--- config.mk ---
export PLATFORM = sky130hd
export DESIGN_NAME = player_nav
export DESIGN_NICKNAME = d
export VERILOG_FILES = /design/src/rtl/player_pkg.sv /design/src/rtl/ps2_key_cmd.sv /design/src/rtl/player_nav.sv
export SDC_FILE = /design/constraint.sdc
export NUM_CORES = 1
export LEC_CHECK = 0
export BUFFER_PORTS_ARGS = -buffer_cell sky130_fd_sc_hd__buf_2
export CORE_ASPECT_RATIO = 0.8
export CORE_MARGIN = 3
export CORE_UTILIZATION = 60
export DETAILED_ROUTE_END_ITERATION = 7
export PLACE_DENSITY_LB_ADDON = 0.3
export SETUP_SLACK_MARGIN = 0.3
export SLEW_MARGIN = 20
export SYNTH_ARGS = -nofsm -noshare
export SYNTH_HDL_FRONTEND = slang
export SYNTH_SLANG_ARGS = --single-unit
--- constraint.sdc ---
create_clock -name clock -period 4.59 [get_ports clock]
set_clock_uncertainty 0.2 [all_clocks]
set_input_delay 0.918 -clock clock [delete_from_list [all_inputs] [get_ports clock]]
set_output_delay 0.918 -clock clock [all_outputs]
set_load 0.05 [all_outputs]
--- src/rtl/player_pkg.sv ---
// Shared definitions for the maze player navigation block: heading encodings,
// PS/2 set-2 scancodes, decoded command and FSM state types, and the key decoder.
package player_pkg;

  localparam logic [1:0] DIR_E = 2'b00;
  localparam logic [1:0] DIR_N = 2'b01;
  localparam logic [1:0] DIR_W = 2'b10;
  localparam logic [1:0] DIR_S = 2'b11;

  localparam logic [7:0] SC_W     = 8'h1D;
  localparam logic [7:0] SC_S     = 8'h1B;
  localparam logic [7:0] SC_A     = 8'h1C;
  localparam logic [7:0] SC_D     = 8'h23;
  localparam logic [7:0] SC_UP    = 8'h75;
  localparam logic [7:0] SC_DOWN  = 8'h72;
  localparam logic [7:0] SC_LEFT  = 8'h6B;
  localparam logic [7:0] SC_RIGHT = 8'h74;
  localparam logic [7:0] SC_E0    = 8'hE0;
  localparam logic [7:0] SC_F0    = 8'hF0;

  typedef enum logic [2:0] {CMD_NONE, CMD_FWD, CMD_BACK, CMD_ROT_L, CMD_ROT_R} cmd_t;

  typedef enum logic [1:0] {IDLE, QUERY, COMMIT} nav_state_t;

  // Plain and E0-extended codes are separate key spaces: E0 1D is not W.
  function automatic cmd_t decode_key(input logic ext, input logic [7:0] code);
    cmd_t c;
    c = CMD_NONE;
    if (ext) begin
      case (code)
        SC_UP:    c = CMD_FWD;
        SC_DOWN:  c = CMD_BACK;
        SC_LEFT:  c = CMD_ROT_L;
        SC_RIGHT: c = CMD_ROT_R;
        default:  c = CMD_NONE;
      endcase
    end else begin
      case (code)
        SC_W:    c = CMD_FWD;
        SC_S:    c = CMD_BACK;
        SC_A:    c = CMD_ROT_L;
        SC_D:    c = CMD_ROT_R;
        default: c = CMD_NONE;
      endcase
    end
    return c;
  endfunction

endpackage

--- src/rtl/ps2_key_cmd.sv ---
// PS/2 byte stream to navigation commands.
// Tracks E0/F0 prefixes, the currently held mapped key and its auto-repeat timer.
// Ports:
//   clock, reset          system clock, synchronous active-high reset
//   scancode[7:0]         byte from the PS/2 controller
//   scancode_valid        one-cycle strobe qualifying scancode
//   cmd, cmd_valid        decoded command, valid for exactly one cycle
module ps2_key_cmd
  import player_pkg::*;
#(
  parameter int unsigned REPEAT_DELAY = 6_000_000
) (
  input  logic       clock,
  input  logic       reset,
  input  logic [7:0] scancode,
  input  logic       scancode_valid,
  output cmd_t       cmd,
  output logic       cmd_valid
);

  localparam int unsigned CntW = (REPEAT_DELAY > 1) ? $clog2(REPEAT_DELAY) : 1;

  logic            ext_q, brk_q;
  logic            held_valid_q, held_ext_q;
  logic [7:0]      held_code_q;
  logic [CntW-1:0] cnt_q;

  logic is_prefix, key_byte, held_match, make_new, brk_held, repeat_fire;
  cmd_t key_cmd, held_cmd;

  always_comb begin
    is_prefix   = (scancode == SC_E0) || (scancode == SC_F0);
    key_byte    = scancode_valid && !is_prefix;
    key_cmd     = decode_key(ext_q, scancode);
    held_cmd    = decode_key(held_ext_q, held_code_q);
    held_match  = held_valid_q && (held_ext_q == ext_q) && (held_code_q == scancode);
    // Typematic re-sends of the held key are swallowed here.
    make_new    = key_byte && !brk_q && (key_cmd != CMD_NONE) && !held_match;
    brk_held    = key_byte && brk_q && held_match;
    repeat_fire = held_valid_q && (cnt_q == CntW'(REPEAT_DELAY - 1)) && !brk_held;
    cmd_valid   = make_new || repeat_fire;
    cmd         = make_new ? key_cmd : (repeat_fire ? held_cmd : CMD_NONE);
  end

  always_ff @(posedge clock) begin
    if (reset) begin
      ext_q        <= 1'b0;
      brk_q        <= 1'b0;
      held_valid_q <= 1'b0;
      held_ext_q   <= 1'b0;
      held_code_q  <= 8'h00;
      cnt_q        <= '0;
    end else begin
      if (scancode_valid) begin
        if (scancode == SC_E0) begin
          ext_q <= 1'b1;
        end else if (scancode == SC_F0) begin
          brk_q <= 1'b1;
        end else begin
          ext_q <= 1'b0;
          brk_q <= 1'b0;
        end
      end
      if (make_new) begin
        held_valid_q <= 1'b1;
        held_ext_q   <= ext_q;
        held_code_q  <= scancode;
        cnt_q        <= '0;
      end else if (brk_held) begin
        held_valid_q <= 1'b0;
        cnt_q        <= '0;
      end else if (held_valid_q) begin
        cnt_q <= repeat_fire ? '0 : cnt_q + 1'b1;
      end
    end
  end

endmodule

--- src/rtl/player_nav.sv ---
// Grid navigation controller for the maze player. Owns position and heading,
// turns keyboard commands into rotations or wall-checked single-tile moves.
// Ports:
//   clock, reset               system clock, synchronous active-high reset
//   scancode, scancode_valid   PS/2 byte stream
//   wall_req/x/y               tile lookup request, held with stable coords until wall_ack
//   wall_ack, wall_hit         lookup done; wall_hit qualified by wall_ack
//   x_position, y_position     current tile
//   dir                        heading 00=E 01=N 10=W 11=S
//   moved, bumped              one-cycle outcome pulses
//   busy                       high while a move lookup/commit is in flight
module player_nav
  import player_pkg::*;
#(
  parameter int unsigned MAP_W        = 20,
  parameter int unsigned MAP_H        = 20,
  parameter int unsigned COORD_W      = 5,
  parameter int unsigned REPEAT_DELAY = 6_000_000,
  parameter int unsigned START_X      = 1,
  parameter int unsigned START_Y      = 1,
  parameter logic [1:0]  START_DIR    = 2'b00
) (
  input  logic               clock,
  input  logic               reset,
  input  logic [7:0]         scancode,
  input  logic               scancode_valid,
  output logic               wall_req,
  output logic [COORD_W-1:0] wall_x,
  output logic [COORD_W-1:0] wall_y,
  input  logic               wall_ack,
  input  logic               wall_hit,
  output logic [COORD_W-1:0] x_position,
  output logic [COORD_W-1:0] y_position,
  output logic [1:0]         dir,
  output logic               moved,
  output logic               bumped,
  output logic               busy
);

  localparam logic [COORD_W:0] MapWExt = (COORD_W + 1)'(MAP_W);
  localparam logic [COORD_W:0] MapHExt = (COORD_W + 1)'(MAP_H);

  cmd_t key_cmd;
  logic key_valid;

  ps2_key_cmd #(
    .REPEAT_DELAY(REPEAT_DELAY)
  ) u_keys (
    .clock         (clock),
    .reset         (reset),
    .scancode      (scancode),
    .scancode_valid(scancode_valid),
    .cmd           (key_cmd),
    .cmd_valid     (key_valid)
  );

  // Single-entry command slot; a newer command overwrites an unserved one.
  cmd_t pend_cmd_q;
  logic pend_valid_q;
  nav_state_t state_q;
  logic pop;

  assign pop = pend_valid_q && (state_q == IDLE);

  always_ff @(posedge clock) begin
    if (reset) begin
      pend_cmd_q   <= CMD_NONE;
      pend_valid_q <= 1'b0;
    end else if (key_valid) begin
      pend_cmd_q   <= key_cmd;
      pend_valid_q <= 1'b1;
    end else if (pop) begin
      pend_valid_q <= 1'b0;
    end
  end

  // Target tile one step along the move heading. One extra bit so that 0-1
  // wraps to a large value and fails the bounds test like any other overrun.
  logic [1:0]       move_dir;
  logic [COORD_W:0] tgt_x, tgt_y;
  logic             tgt_oob;

  always_comb begin
    move_dir = (pend_cmd_q == CMD_BACK) ? (dir ^ 2'b10) : dir;
    tgt_x    = {1'b0, x_position};
    tgt_y    = {1'b0, y_position};
    case (move_dir)
      DIR_E:   tgt_x = {1'b0, x_position} + 1'b1;
      DIR_N:   tgt_y = {1'b0, y_position} - 1'b1;
      DIR_W:   tgt_x = {1'b0, x_position} - 1'b1;
      DIR_S:   tgt_y = {1'b0, y_position} + 1'b1;
      default: tgt_y = {1'b0, y_position};
    endcase
    tgt_oob = (tgt_x >= MapWExt) || (tgt_y >= MapHExt);
  end

  logic hit_q;

  always_ff @(posedge clock) begin
    if (reset) begin
      state_q    <= IDLE;
      x_position <= COORD_W'(START_X);
      y_position <= COORD_W'(START_Y);
      dir        <= START_DIR;
      wall_req   <= 1'b0;
      wall_x     <= '0;
      wall_y     <= '0;
      hit_q      <= 1'b0;
      moved      <= 1'b0;
      bumped     <= 1'b0;
      busy       <= 1'b0;
    end else begin
      moved  <= 1'b0;
      bumped <= 1'b0;
      case (state_q)
        IDLE: begin
          if (pop) begin
            case (pend_cmd_q)
              CMD_ROT_L: dir <= dir + 2'd1;
              CMD_ROT_R: dir <= dir - 2'd1;
              CMD_FWD, CMD_BACK: begin
                if (tgt_oob) begin
                  bumped <= 1'b1;
                end else begin
                  // Target is frozen here; later rotations cannot disturb it.
                  wall_x   <= tgt_x[COORD_W-1:0];
                  wall_y   <= tgt_y[COORD_W-1:0];
                  wall_req <= 1'b1;
                  busy     <= 1'b1;
                  state_q  <= QUERY;
                end
              end
              default: ;
            endcase
          end
        end
        QUERY: begin
          if (wall_ack) begin
            wall_req <= 1'b0;
            hit_q    <= wall_hit;
            state_q  <= COMMIT;
          end
        end
        COMMIT: begin
          if (hit_q) begin
            bumped <= 1'b1;
          end else begin
            x_position <= wall_x;
            y_position <= wall_y;
            moved      <= 1'b1;
          end
          busy    <= 1'b0;
          state_q <= IDLE;
        end
        default: state_q <= IDLE;
      endcase
    end
  end

endmodule

* Word-level counts from Yosys, hierarchy flattened *
Index checks and enable logic that the tools add are counted.

storage, ports and cells
  bits in registers = 68
  bits in latches = 0
  RAM bits = 0
  ROM bits = 0
  bits of input ports = 13
  output and inout bits = 26
  logic and storage cells = 143
  memories = 0

operators by class
  add/sub/neg operators = 7
  multiply operators = 0
  div/mod/pow operators = 0
  $lt $le $gt $ge = 2
  equal/unequal tests = 35
  shift-type cells = 0
  mux-type cells = 37
  bitwise gates (word level) = 5
  reductions and logical operators = 38

operators with widths
  cell                                                  number
  == test 8 x 7 -> 1 bit (second input constant)        8
  == test 8 x 5 -> 1 bit (second input constant)        6
  one-hot mux 3 bit (4 select lines)                    4
  one-hot mux 6 bit (2 select lines)                    2
  adder 23 x 1 -> 23 bit (second input constant)        1
  == test 23 bit (second input constant)                1
  two-way mux 23 bit                                    1
  == test 8 x 6 -> 1 bit (second input constant)        2
  == test 8 bit (second input constant)                 2
  two-way mux 1 bit                                     16
  adder 5 x 1 -> 6 bit (second input constant)          2
  >= comparator 6 x 5 -> 1 bit (second input constant)  2
  two-way mux 3 bit                                     4
  AND reduction 4 bit                                   3
  subtractor 5 x 1 -> 6 bit (second input constant)     2
  logical AND 1 bit                                     11
  two-way mux 2 bit                                     5
  nonzero test 2 bit                                    5
  == test 8 bit                                         1
  one-hot mux 2 bit (2 select lines)                    2
  AND reduction 2 bit                                   4
  == test 2 bit (second input constant)                 3
  == test 3 x 2 -> 1 bit (second input constant)        2
  != test 2 bit (second input constant)                 3
  17 further kinds                                      32

* Longest topological paths before layout *
Gate-level depths: netlist of the first run.

  depth in word-level cells = 10
  mapped depth = 12
  depth with buffers taken out = 11

* Hierarchy *
From an unflattened synthesis of the first run, not the netlist that was laid out.

second synthesis, totals
  cells, all modules = 461
  area, all modules = 3947.5 um2

modules (own cells, without submodules)
  module       instances  cells an instance  area each (um2)  sequential area each (um2)
  ps2_key_cmd  1          251                2203.4           700.7
  player_nav   1          210                1744.2           660.6

* Worst setup path before layout of the first run *
OpenSTA, ideal clock, no wires.

  path type = register to register
  start = reg dir[0]
  end = reg wall_x[4]
  library setup time = 0.086 ns
  arrival time = 3.226 ns
  data required time = 4.304 ns
  path slack = 1.079 ns
  stages on the path, launching flop included = 13
  buffers on the path = 3
  period minus slack after synthesis = 3.511 ns
  cells stage by stage = dfxtp_1 > clkbuf_1 > buf_1 > nand2_1 > ha_1 > a211oi_1 > o21ba_2 > o21ai_0 > a32oi_1 > and3b_1 > clkbuf_1 > nand2_1 > a211oi_1

between the ends
  longest elaborated chain between the ends = 7
  elaborated cells on any way between the ends = 12
  classes of those cells = order compare (2); eq/ne (3); mux (3); bitwise (1); reduce/logical (3)

RTL lines
  what                                         line               RTL
  start, declared                              player_nav.sv:34   output logic [1:0] dir,
  start signal, assigned                       player_nav.sv:119  CMD_ROT_L: dir <= dir + 2'd1;
  start signal, assigned                       player_nav.sv:120  CMD_ROT_R: dir <= dir - 2'd1;
  two-way mux 2 bit (*)                        player_nav.sv:84   move_dir = (pend_cmd_q == CMD_BACK) ? (dir ^ 2'b10) : dir;
  == test 2 bit, or another cell as far along  player_nav.sv:87   case (move_dir)
  one-hot mux 6 bit (2 select lines)           player_nav.sv:87
  >= comparator 6 x 5 -> 1 bit                 player_nav.sv:94   tgt_oob = (tgt_x >= MapWExt) || (tgt_y >= MapHExt);
  logical OR 1 bit                             player_nav.sv:94
  NOT 1 bit (no line)                          --
  AND reduction 4 bit (no line)                --
  end signal, assigned                         player_nav.sv:126  wall_x <= tgt_x[COORD_W-1:0];
  end, declared                                player_nav.sv:28   output logic [COORD_W-1:0] wall_x,

Mark *: on every way between the ends. The rest lies on a longest branch, timed or not.
A chain may end at the register's enable or synchronous reset.

* Worst setup path in the final report of the first run *
  start = reg pend_cmd_q[1]
  end = reg wall_x[2]

between the ends
  longest elaborated chain between the ends = 8
  elaborated cells on any way between the ends = 15
  classes of those cells = order compare (2); eq/ne (5); mux (3); bitwise (1); reduce/logical (4)

RTL lines
  what                                         line                                 RTL
  start, declared                              player_nav.sv:58                     cmd_t pend_cmd_q;
  start signal, assigned                       player_nav.sv:70                     pend_cmd_q <= key_cmd;
  == test 3 x 2 -> 1 bit                       player_nav.sv:84, player_nav.sv:118
  two-way mux 2 bit                            player_nav.sv:84
  == test 2 bit, or another cell as far along  player_nav.sv:87
  one-hot mux 6 bit (2 select lines)           player_nav.sv:87
  >= comparator 6 x 5 -> 1 bit                 player_nav.sv:94
  logical OR 1 bit                             player_nav.sv:94
  NOT 1 bit (no line)                          --
  AND reduction 4 bit (no line)                --

Parallel ways exist; a longest one is shown, timed or not.

==> summary.md, run 1 <==
| Metric | Value |
|---|---|
| Status | `complete, no violations` |
| Core Util, Final | `0.715` |
| Total die area | `7060 um^2` |
| Multi-input gate area | `between 2000 and 2500 um^2` |
| Initial DRC count | `288` |
| Final Max Slew Viols | `0` |
| # Post-CTS Setup Buffers | `0` |
| First-pass GRT wire length | `13800 um` |
| Commonest non-fill, non-tap cell in the layout | `dfxtp_1` |
| Most frequent cells in the layout | `68 x dfxtp_1, 52 x nor2_1, 49 x nand2_1` |
| Sw power | `0.260 mW` |
| Hold path start | `wall_y[1]` |
| Leakage | `between 1.5 and 2 nW` |
| Yosys reg bits | `68` |
| Fin Setup TNS | `0 ps` |
| Library cells used by synthesis | `between 50 and 60` |
| FF-to-FF setup slack | `between 700 and 800 ps` |
| # clock sinks | `68` |
| Post-synthesis cell count | `~440` |
| Reg2reg end | `wall_x[2]` |
| FMAX | `263 MHz` |
| Post-Synth XOR/XNOR Area | `0.100` |
| Via count | `3242` |
| Clock network power share | `0.462` |
| Clock transition at path regs | `~80 ps` |
| Die height | `roughly 76 um` |
| Pwr dens | `~290 nW/um^2` |
| Setup WS post-layout | `791 ps` |
| Post-CTS resize count | `0` |
| Unrepaired setup endpoints after global routing | `no` |
| Tcrit/Tclk final | `0.828` |
| Kind of critical path | `flop to flop` |
| Post-synthesis compound-gate area fraction | `0.122` |
| Peak supply drop | `roughly 0.24 mV` |
| Share of cells above drive strength 1 | `0.132` |
| WL/cell | `approximately 15 um` |
| Mean Syn Cell Area | `8.37 um^2` |
| Vias/cell | `between 5 and 6` |
| Worst-Skew Late Latency | `approximately 350 ps` |
| MaxCap Viol Count | `0` |
| Final HPWL DP | `5900 um` |
| CTS tree | `yes` |
| Fillers | `443` |
| Die Wd | `about 93 um` |
| Register share of total power | `0.507` |
| Gpl congestion | `slightly below 0.9` |
| Critical-path top delay cell | `dfxtp_1` |
| Hold depth | `2` |
| Final setup viols | `0` |
| Final hold vios | `0` |
| CP required | `roughly 4600 ps` |
| DRT Wirelength | `about 8300 um` |
| Total gr overflow | `0` |
| R2r worst-path depth | `11` |
| Sequential share of the synthesized area | `0.373` |
| Syn-to-layout area delta | `11.1%` |
| Final net count | `486` |
| CP startpoint | `pend_cmd_q[1]` |
| Crit path launch type | `flop` |
| Worst-margin pin slew | `between 800 and 900 ps` |
| Post-synth EDFFs | `0` |
| Mapped Area | `between 3000 and 4000 um^2` |
| Starting Density | `0.643` |
| Post-route ant nets | `0` |
| P_int | `between 0.9 and 1 mW` |
| Largest net degree at the start of global routing | `48` |
| Hold_buf cts | `0` |
| Hold slack | `282 ps` |
| Initial antenna violation count | `0` |
| Comb power frac | `0.032` |
| DRT Pass-1 Iters | `4` |
| Final worst path period need | `3800 ps` |
| Vias in the first global route | `between 2000 and 3000` |
| Maximum root-to-sink buffer count | `2` |
| Diode count | `0` |
| Mux share of post-synthesis cell area | `0.0610` |
| Worst slew margin | `0.431` |
| Top FF cell, synth | `dfxtp_1` |
| Inserted Clock Buffers | `9` |
| H-tree levels | `3` |
| Cell row count | `24` |
| Buffers on Ports | `38` |
| Sw Ratio | `0.222` |
| Total number of yosys warnings | `0` |
| Hold Path Sink | `y_position[1]` |
| Async S/R FF share, synth | `0` |
| Critical Path Max Stage Delay | `between 400 and 500 ps` |
| Synth Area in Adders | `0.0260` |
| Critical Path Fanout Max | `7` |
| Register area | `1360 um^2` |
| GRT Overall Usage | `0.247` |
| Critical R2R Launch | `pend_cmd_q[1]` |
| Crit path capture type | `flop` |
| CP cell instances | `nor3b_4 > xor2_2 > nand2_1 > ha_1 > a211oi_1 > o21ba_2 > o21ai_0 > a32oi_1 > nand4_1 > nor2_1 > a211oi_1` |
| Core area | `roughly 5700 um^2` |
| I/O pins | `39` |
| Mapped Nets | `approximately 460` |
| Most frequent CP cell | `a211oi_1` |
| Worst slack at placement | `889 ps` |
| Largest family of logic cells by synthesized area | `simple AND/OR/NAND/NOR gates` |
| Worst EP arrival | `between 3000 and 4000 ps` |
| Residual DRC | `0` |
| CTS root buffer | `clkbuf_8` |
| Post-Synth Simple-Gate Area | `0.282` |
| Worst Hold Class | `flop to flop` |
[Yosys cell counts, types with 4 or more instances]
| cell type | n | share of area |
|---|---|---|
| mux2i_1 | 20 | 0.055 |
| nand2_1 | 49 | 0.050 |
| inv_1 | 5 | 0.0051 |
| a21o_1 | 5 | 0.010 |
| xnor2_1 | 22 | 0.053 |
| a31oi_1 | 4 | 0.0069 |
| a211oi_1 | 9 | 0.019 |
| or3_1 | 5 | 0.0086 |
| clkbuf_1 | 13 | 0.013 |
| o21ai_0 | 13 | 0.018 |
| xor2_1 | 18 | 0.043 |
| nand2b_1 | 14 | 0.024 |
| dfxtp_1 | 68 | 0.37 |
| a21oi_1 | 26 | 0.036 |
| ha_1 | 6 | 0.021 |
| nor2_1 | 52 | 0.053 |
| nand4_1 | 8 | 0.014 |
| and3_1 | 9 | 0.015 |
| nand3b_1 | 4 | 0.0082 |
| nand3_1 | 16 | 0.022 |
| nor3_1 | 10 | 0.014 |
| nor2b_1 | 6 | 0.010 |
| nor4_1 | 7 | 0.012 |
[flip-flops by register name, indices dropped and copies added, names as in the netlist, 2 cells and up]
signal,flops
x_position,5
wall_y,5
u_keys.held_code_q,8
dir,2
state_q,2
y_position,5
wall_x,5
u_keys.cnt_q,23
pend_cmd_q,3
[cell type report]
class / instances / area share
repair buffers: 39 / 0.0487
clock buffers: 10 / 0.0315
flip-flops and latches: 68 / 0.336
clock inverters: 6 / 0.0219
well taps: 78 / 0.0241
inverters: 6 / 0.00555
multi-input cells: 342 / 0.533
[logic make-up (layout without fill, tap and decap cells)]
kind of cell    Yosys count  in the layout
flops                    68             68
buf+inv                  26             61
xor+xnor                 41             41
compound gates           71             71
simple gates            201            201
fa+ha+maj                 7              7
mux                      22             22
[power by group through the flow]
stage	registers (mW)	logic (mW)	clock network [mW]
after detailed placement	0.606	0.0365	0
after global routing	0.592	0.0407	0.572
after CTS	0.592	0.0367	0.548
after floorplan	0.605	0.0251	0
final	0.592	0.0370	0.540
after global placement	0.606	0.0357	0
[through the flow]
stage / area, um^2 / instances / total power [mW]
after floorplan: 3650 / 436 / 0.630
after global placement: 3840 / 533 / 0.642
after detailed placement: 3840 / 533 / 0.643
after CTS: 4060 / 549 / 1.18
after global routing: 4060 / 549 / 1.21
final: 4060 / 549 / 1.17
[worst max path at each step]
| stage | end |
|---|---|
| 2_1_floorplan | wall_x[4] |
| 3_3_place_gp | u_keys.cnt_q[19] |
| 3_5_place_dp | wall_x[2] |
| 4_1_cts | wall_x[2] |
| 5_1_grt | wall_y[4] |
| 6_report | wall_x[2] |
[critical path, delay by kind of cell (launching register included)]
family | cells | cell delay (ps)
xor+xnor | 1 | 330
compound gates | 5 | 1050
simple gates | 4 | 1260
flops | 1 | 450
fa+ha+maj | 1 | 370
[layer usage]
metal	GRT usage	up-vias	routed length [um]
met5	0	-	0
met4	0.0813	0	133
met3	0.0573	12	463
met2	0.386	111	3680
met1	0.341	1518	3990
li1	-	1601	-
Note: power is estimated with default switching activity, not from simulation.
==> run 2, diff against run 1 <==
CORE_UTILIZATION = 59   (was 60)
clock period = 3.6 ns   (was 4.59 ns; I/O delays follow)
==> summary.md, run 2 (synthesis results as in run 1) <==
| Metric | Value |
|---|---|
| Status | `complete, no violations (unchanged)` |
| Vias/cell | `5.99 (was 5.91)` |
| Via count | `3367 (was 3242)` |
| Fin Setup TNS | `0 ps (unchanged)` |
| CP required | `3610 ps (was 4580 ps)` |
| Final setup viols | `0 (unchanged)` |
| Total die area | `7170 um^2 (was 7060 um^2)` |
| Hold_buf cts | `0 (unchanged)` |
| Worst Hold Class | `flop to flop (unchanged)` |
| # clock sinks | `68 (unchanged)` |
| Worst slew margin | `0.421 (was 0.431)` |
| Final worst path period need | `3250 ps (was 3800 ps)` |
| Share of cells above drive strength 1 | `0.202 (was 0.132)` |
| Worst-Skew Late Latency | `350 ps (about the same)` |
| I/O pins | `39 (unchanged)` |
| Inserted Clock Buffers | `9 (unchanged)` |
| WL/cell | `16.6 um (was 15.0 um)` |
| Vias in the first global route | `3146 (was 2966)` |
| R2r worst-path depth | `13 (was 11)` |
| Final net count | `500 (was 486)` |
| Final hold vios | `0 (unchanged)` |
| Maximum root-to-sink buffer count | `2 (unchanged)` |
| Cell row count | `24 (unchanged)` |
| Placed Area | `3910 um^2 (was 3840 um^2)` |
| DRT Wirelength | `9330 um (was 8260 um)` |
| Crit path capture type | `flop (unchanged)` |
| Comb power frac | `0.038 (was 0.032)` |
| Register share of total power | `0.564 (was 0.507)` |
| Core Util, Final | `0.743 (was 0.715)` |
| Largest net degree at the start of global routing | `26 (was 48)` |
| Diode count | `0 (unchanged)` |
| Initial DRC count | `231 (was 288)` |
| DRT Pass-1 Iters | `5 (was 4)` |
| CTS tree | `yes (unchanged)` |
| Clock network power share | `0.398 (was 0.462)` |
| Residual DRC | `0 (unchanged)` |
| Crit path launch type | `flop (unchanged)` |
| Sw Ratio | `0.242 (was 0.222)` |
| P_int | `1.01 mW (was 0.909 mW)` |
| Hold depth | `2 (unchanged)` |
| Leakage | `1.64 nW (was 1.56 nW)` |
| Biggest register | `u_keys.cnt_q (unchanged)` |
| CTS root buffer | `clkbuf_8 (unchanged)` |
| Largest regs | `u_keys.cnt_q x23, u_keys.held_code_q x8 (unchanged)` |
| Total gr overflow | `0 (unchanged)` |
| Pwr dens | `315 nW/um^2 (was 288 nW/um^2)` |
| Most frequent cells in the layout | `64 x dfxtp_1, 52 x nor2_1, 48 x nand2_1 (was 68 x dfxtp_1, 52 x nor2_1, 49 x nand2_1)` |
| Buffers on Ports | `38 (unchanged)` |
| Starting Density | `0.640 (was 0.643)` |
| GRT Overall Usage | `0.255 (was 0.247)` |
| Peak supply drop | `0.255 mV (was 0.240 mV)` |
| Placed Cells | `541 (was 533)` |
| Critical Path Fanout Max | `7 (unchanged)` |
| H-tree levels | `3 (unchanged)` |
| MaxCap Viol Count | `0 (unchanged)` |
| Tcrit/Tclk final | `0.903 (was 0.828)` |
| Worst EP arrival | `3270 ps (was 3790 ps)` |
| Worst-margin pin slew | `866 ps (was 850 ps)` |
| Syn-to-layout area delta | `16.1% (was 11.1%)` |
| Kind of critical path | `flop to flop (unchanged)` |
| Core area | `5710 um^2 (was 5680 um^2)` |
| First-pass GRT wire length | `14900 um (was 13800 um)` |
| Initial antenna violation count | `0 (unchanged)` |
| Gpl congestion | `0.865 (was 0.871)` |
| Final Max Slew Viols | `0 (unchanged)` |
| Die Wd | `94.0 um (was 93.2 um)` |
| Post-route ant nets | `0 (unchanged)` |
| Commonest non-fill, non-tap cell in the layout | `dfxtp_1 (unchanged)` |
| FMAX | `308 MHz (was 263 MHz)` |
| Unrepaired setup endpoints after global routing | `no (unchanged)` |
| Final HPWL DP | `6140 um (was 5900 um)` |
| Fin cells | `562 (was 549)` |
| Die height | `76.4 um (was 75.8 um)` |
| Sw power | `0.323 mW (was 0.260 mW)` |
| Largest register FFs | `23 (unchanged)` |
| Final instance area | `4240 um^2 (was 4060 um^2)` |
| Clock transition at path regs | `70 ps (was 80 ps)` |
## run 2: worst paths after layout
kind	from	end	slack (ps)
max	pend_cmd_q[1]	wall_x[3]	350
min	wall_x[3]	x_position[3]	280
max reg2reg	pend_cmd_q[1]	wall_x[3]	350
min reg2reg	wall_x[3]	x_position[3]	280
## run 2: area by class of cell
class                           instances  area (um^2)
Tap cell                               78         97.6
Sequential cell                        68         1370
Fill cell                             422         1470
Clock inverter                          5         30.0
Clock buffer                           10          128
Multi-Input combinational cell        342         2270
Inverter                                6         22.5
Timing Repair Buffer                   53          319
## run 2: worst max-delay path, cell delays in order (launching register included)
cell and delay (ps):
dfxtp_4 390, nor3b_4 240, xor2_2 270, nand2_4 140, fa_2 380, xor2_1 150
mux2i_1 190, o21ai_0 160, a32oi_2 250, nand4_1 140, buf_4 200, nor2_1 130
buf_4 190, a211oi_2 80
## run 2: repair_timing
| action | CTS | global route |
|---|---|---|
| setup buffers | 3 | 3 |
| gates resized for setup | 6 | 24 |
| setup endpoints to repair | 12 | 13 |
| pin swaps | 2 | 5 |
## run 2: layer usage
metal  wire length, um  up-vias  track usage  part of all wire
met5                 0        -            0                 0
met4               179        0       0.0736             0.019
met3               730       25       0.0701             0.078
met2              4340      157        0.391              0.47
met1              4080     1563        0.351              0.44
li1                  -     1622            -                 -
## run 2: power by group through the flow
stage / clock [mW] / sequential [mW] / combinational [mW]
CTS: 0.539 / 0.755 / 0.0503
detailed placement: 0 / 0.773 / 0.0503
global placement: 0 / 0.773 / 0.0492
global route: 0.573 / 0.755 / 0.0563
finish: 0.532 / 0.755 / 0.0506
floorplan: 0 / 0.772 / 0.0320
## run 2: through the flow
step	hold slack [ps]	worst slack [ps]	power, mW
6_report	282	349	1.34
5_1_grt	299	192	1.38
4_1_cts	279	319	1.34
3_5_place_dp	268	97.9	0.823
3_3_place_gp	253	307	0.822
2_1_floorplan	254	368	0.804
==> run 3, diff against run 2 <==
CELL_PAD_IN_SITES_DETAIL_PLACEMENT = 1   (was not set)
CELL_PAD_IN_SITES_GLOBAL_PLACEMENT = 1   (was not set)
CORE_UTILIZATION = 44   (was 59)
==> summary.md, run 3 (synthesis results as in run 1) <==
| Metric | Value |
|---|---|
| Maximum root-to-sink buffer count | `2 (unchanged)` |
| Worst-margin pin slew | `1020 ps (was 866 ps)` |
| FMAX | `310 MHz (was 308 MHz)` |
| DRT Pass-1 Iters | `4 (was 5)` |
| Leakage | `1.65 nW (was 1.64 nW)` |
| Tcrit/Tclk final | `0.897 (was 0.903)` |
| Final net count | `497 (was 500)` |
| Fin Setup TNS | `0 ps (unchanged)` |
| DRT Wirelength | `10600 um (was 9330 um)` |
| GRT Overall Usage | `0.216 (was 0.255)` |
| Diode count | `0 (unchanged)` |
| Initial DRC count | `112 (was 231)` |
| Largest regs | `u_keys.cnt_q x23, u_keys.held_code_q x8 (unchanged)` |
| CTS root buffer | `clkbuf_8 (unchanged)` |
| Vias/cell | `5.62 (was 5.99)` |
| Cell row count | `29 (was 24)` |
| Worst EP arrival | `3250 ps (was 3270 ps)` |
| Final Max Slew Viols | `0 (unchanged)` |
| Unrepaired setup endpoints after global routing | `no (unchanged)` |
| Residual DRC | `0 (unchanged)` |
| Crit path capture type | `flop (unchanged)` |
| Biggest register | `u_keys.cnt_q (unchanged)` |
| Hold_buf cts | `0 (unchanged)` |
| Commonest non-fill, non-tap cell in the layout | `dfxtp_1 (unchanged)` |
| Final setup viols | `0 (unchanged)` |
| Clock transition at path regs | `70 ps (about the same)` |
| Inserted Clock Buffers | `9 (unchanged)` |
| Total die area | `9430 um^2 (was 7170 um^2)` |
| Share of cells above drive strength 1 | `0.193 (was 0.202)` |
| Status | `complete, no violations (unchanged)` |
| Core area | `7980 um^2 (was 5710 um^2)` |
| Post-route ant nets | `0 (unchanged)` |
| Pwr dens | `323 nW/um^2 (was 315 nW/um^2)` |
| WL/cell | `17.9 um (was 16.6 um)` |
| Largest register FFs | `23 (unchanged)` |
| Buffers on Ports | `38 (unchanged)` |
| Final worst path period need | `3230 ps (was 3250 ps)` |
| Worst slew margin | `0.318 (was 0.421)` |
| Die height | `87.5 um (was 76.4 um)` |
| # clock sinks | `68 (unchanged)` |
| Final HPWL DP | `7120 um (was 6140 um)` |
| Worst Hold Class | `flop to flop (unchanged)` |
| CP required | `3610 ps (about the same)` |
| Via count | `3310 (was 3367)` |
| Kind of critical path | `flop to flop (unchanged)` |
| CTS tree | `yes (unchanged)` |
| First-pass GRT wire length | `16100 um (was 14900 um)` |
| Vias in the first global route | `3217 (was 3146)` |
| Total gr overflow | `0 (unchanged)` |
| Starting Density | `0.457 (was 0.640)` |
| Die Wd | `108 um (was 94.0 um)` |
| Syn-to-layout area delta | `16.6% (was 16.1%)` |
| Crit path launch type | `flop (unchanged)` |
| Most frequent cells in the layout | `64 x dfxtp_1, 51 x nor2_1, 48 x nand2_1 (was 64 x dfxtp_1, 52 x nor2_1, 48 x nand2_1)` |
| Final hold vios | `0 (unchanged)` |
| Worst-Skew Late Latency | `360 ps (was 350 ps)` |
| H-tree levels | `3 (unchanged)` |
| Gpl congestion | `0.841 (was 0.865)` |
| Fillers | `970 (was 422)` |
| MaxCap Viol Count | `0 (unchanged)` |
| I/O pins | `39 (unchanged)` |
| Initial antenna violation count | `0 (unchanged)` |
| Peak supply drop | `0.247 mV (was 0.255 mV)` |
| Core Util, Final | `0.533 (was 0.743)` |
| Largest net degree at the start of global routing | `27 (was 26)` |
| Critical Path Fanout Max | `7 (unchanged)` |
## run 3: cell count changes in the layout (fill, tap and decap cells not counted), sizes merged
cell | previous run | this run
clkinvlp | 2 | 0
buf | 53 | 50
clkinv | 4 | 3
clkbuf | 10 | 13
## run 3: critical path: stages, from the launching register on
cell	delay (ps)
dfxtp_4	380
nor3b_4	250
xor2_2	170
buf_4	140
nand2_4	90
ha_1	370
o21ai_1	130
o21ai_0	350
nand3_1	150
nand3_1	170
nand4_1	120
buf_6	190
nor3_1	270
nor3_1	110
## run 3: worst paths after layout
check           startpoint       endpoint  slack (ps)  depth (start not counted)
max          pend_cmd_q[1]      wall_y[3]         370                         13
max reg2reg  pend_cmd_q[1]      wall_y[3]         370                         13
min reg2reg      wall_y[3]  y_position[3]         280                          2
min              wall_y[3]  y_position[3]         280                          2
## run 3: final cells by class
class,instances,area (um^2),area share
Clock buffer,13,159,0.0373
Multi-Input combinational cell,342,2280,0.535
Tap cell,108,135,0.0318
Sequential cell,68,1370,0.322
Clock inverter,2,10.0,0.00235
Timing Repair Buffer,50,284,0.0667
Inverter,6,22.5,0.00529
## run 3: timing repair
item                       CTS  global route
gates resized for setup      4            26
setup endpoints to repair   12            14
pin swaps                    2             7
buffers inserted             1             4
## run 3: metrics by stage
stage / power (mW) / cells / cell area, um^2 / hold slack [ps] / setup slack (ps)
5_1_grt: 1.43 / 589 / 4260 / 307 / 125
4_1_cts: 1.39 / 585 / 4110 / 282 / 323
2_1_floorplan: 0.804 / 436 / 3650 / 254 / 368
3_5_place_dp: 0.823 / 569 / 3920 / 269 / 129
6_report: 1.38 / 589 / 4260 / 282 / 369
3_3_place_gp: 0.822 / 569 / 3920 / 258 / 255
## run 3: layer usage
layer / vias up / wire (um) / track usage
li1: 1617 / - / -
met1: 1618 / 5140 / 0.301
met2: 60 / 4890 / 0.335
met3: 15 / 423 / 0.0638
met4: 0 / 101 / 0.0413
met5: - / 0 / 0
## run 3: power breakdown
group	switching [mW]	internal, mW
registers	0.00226	0.753
logic	0.0324	0.0179
clock network	0.288	0.282
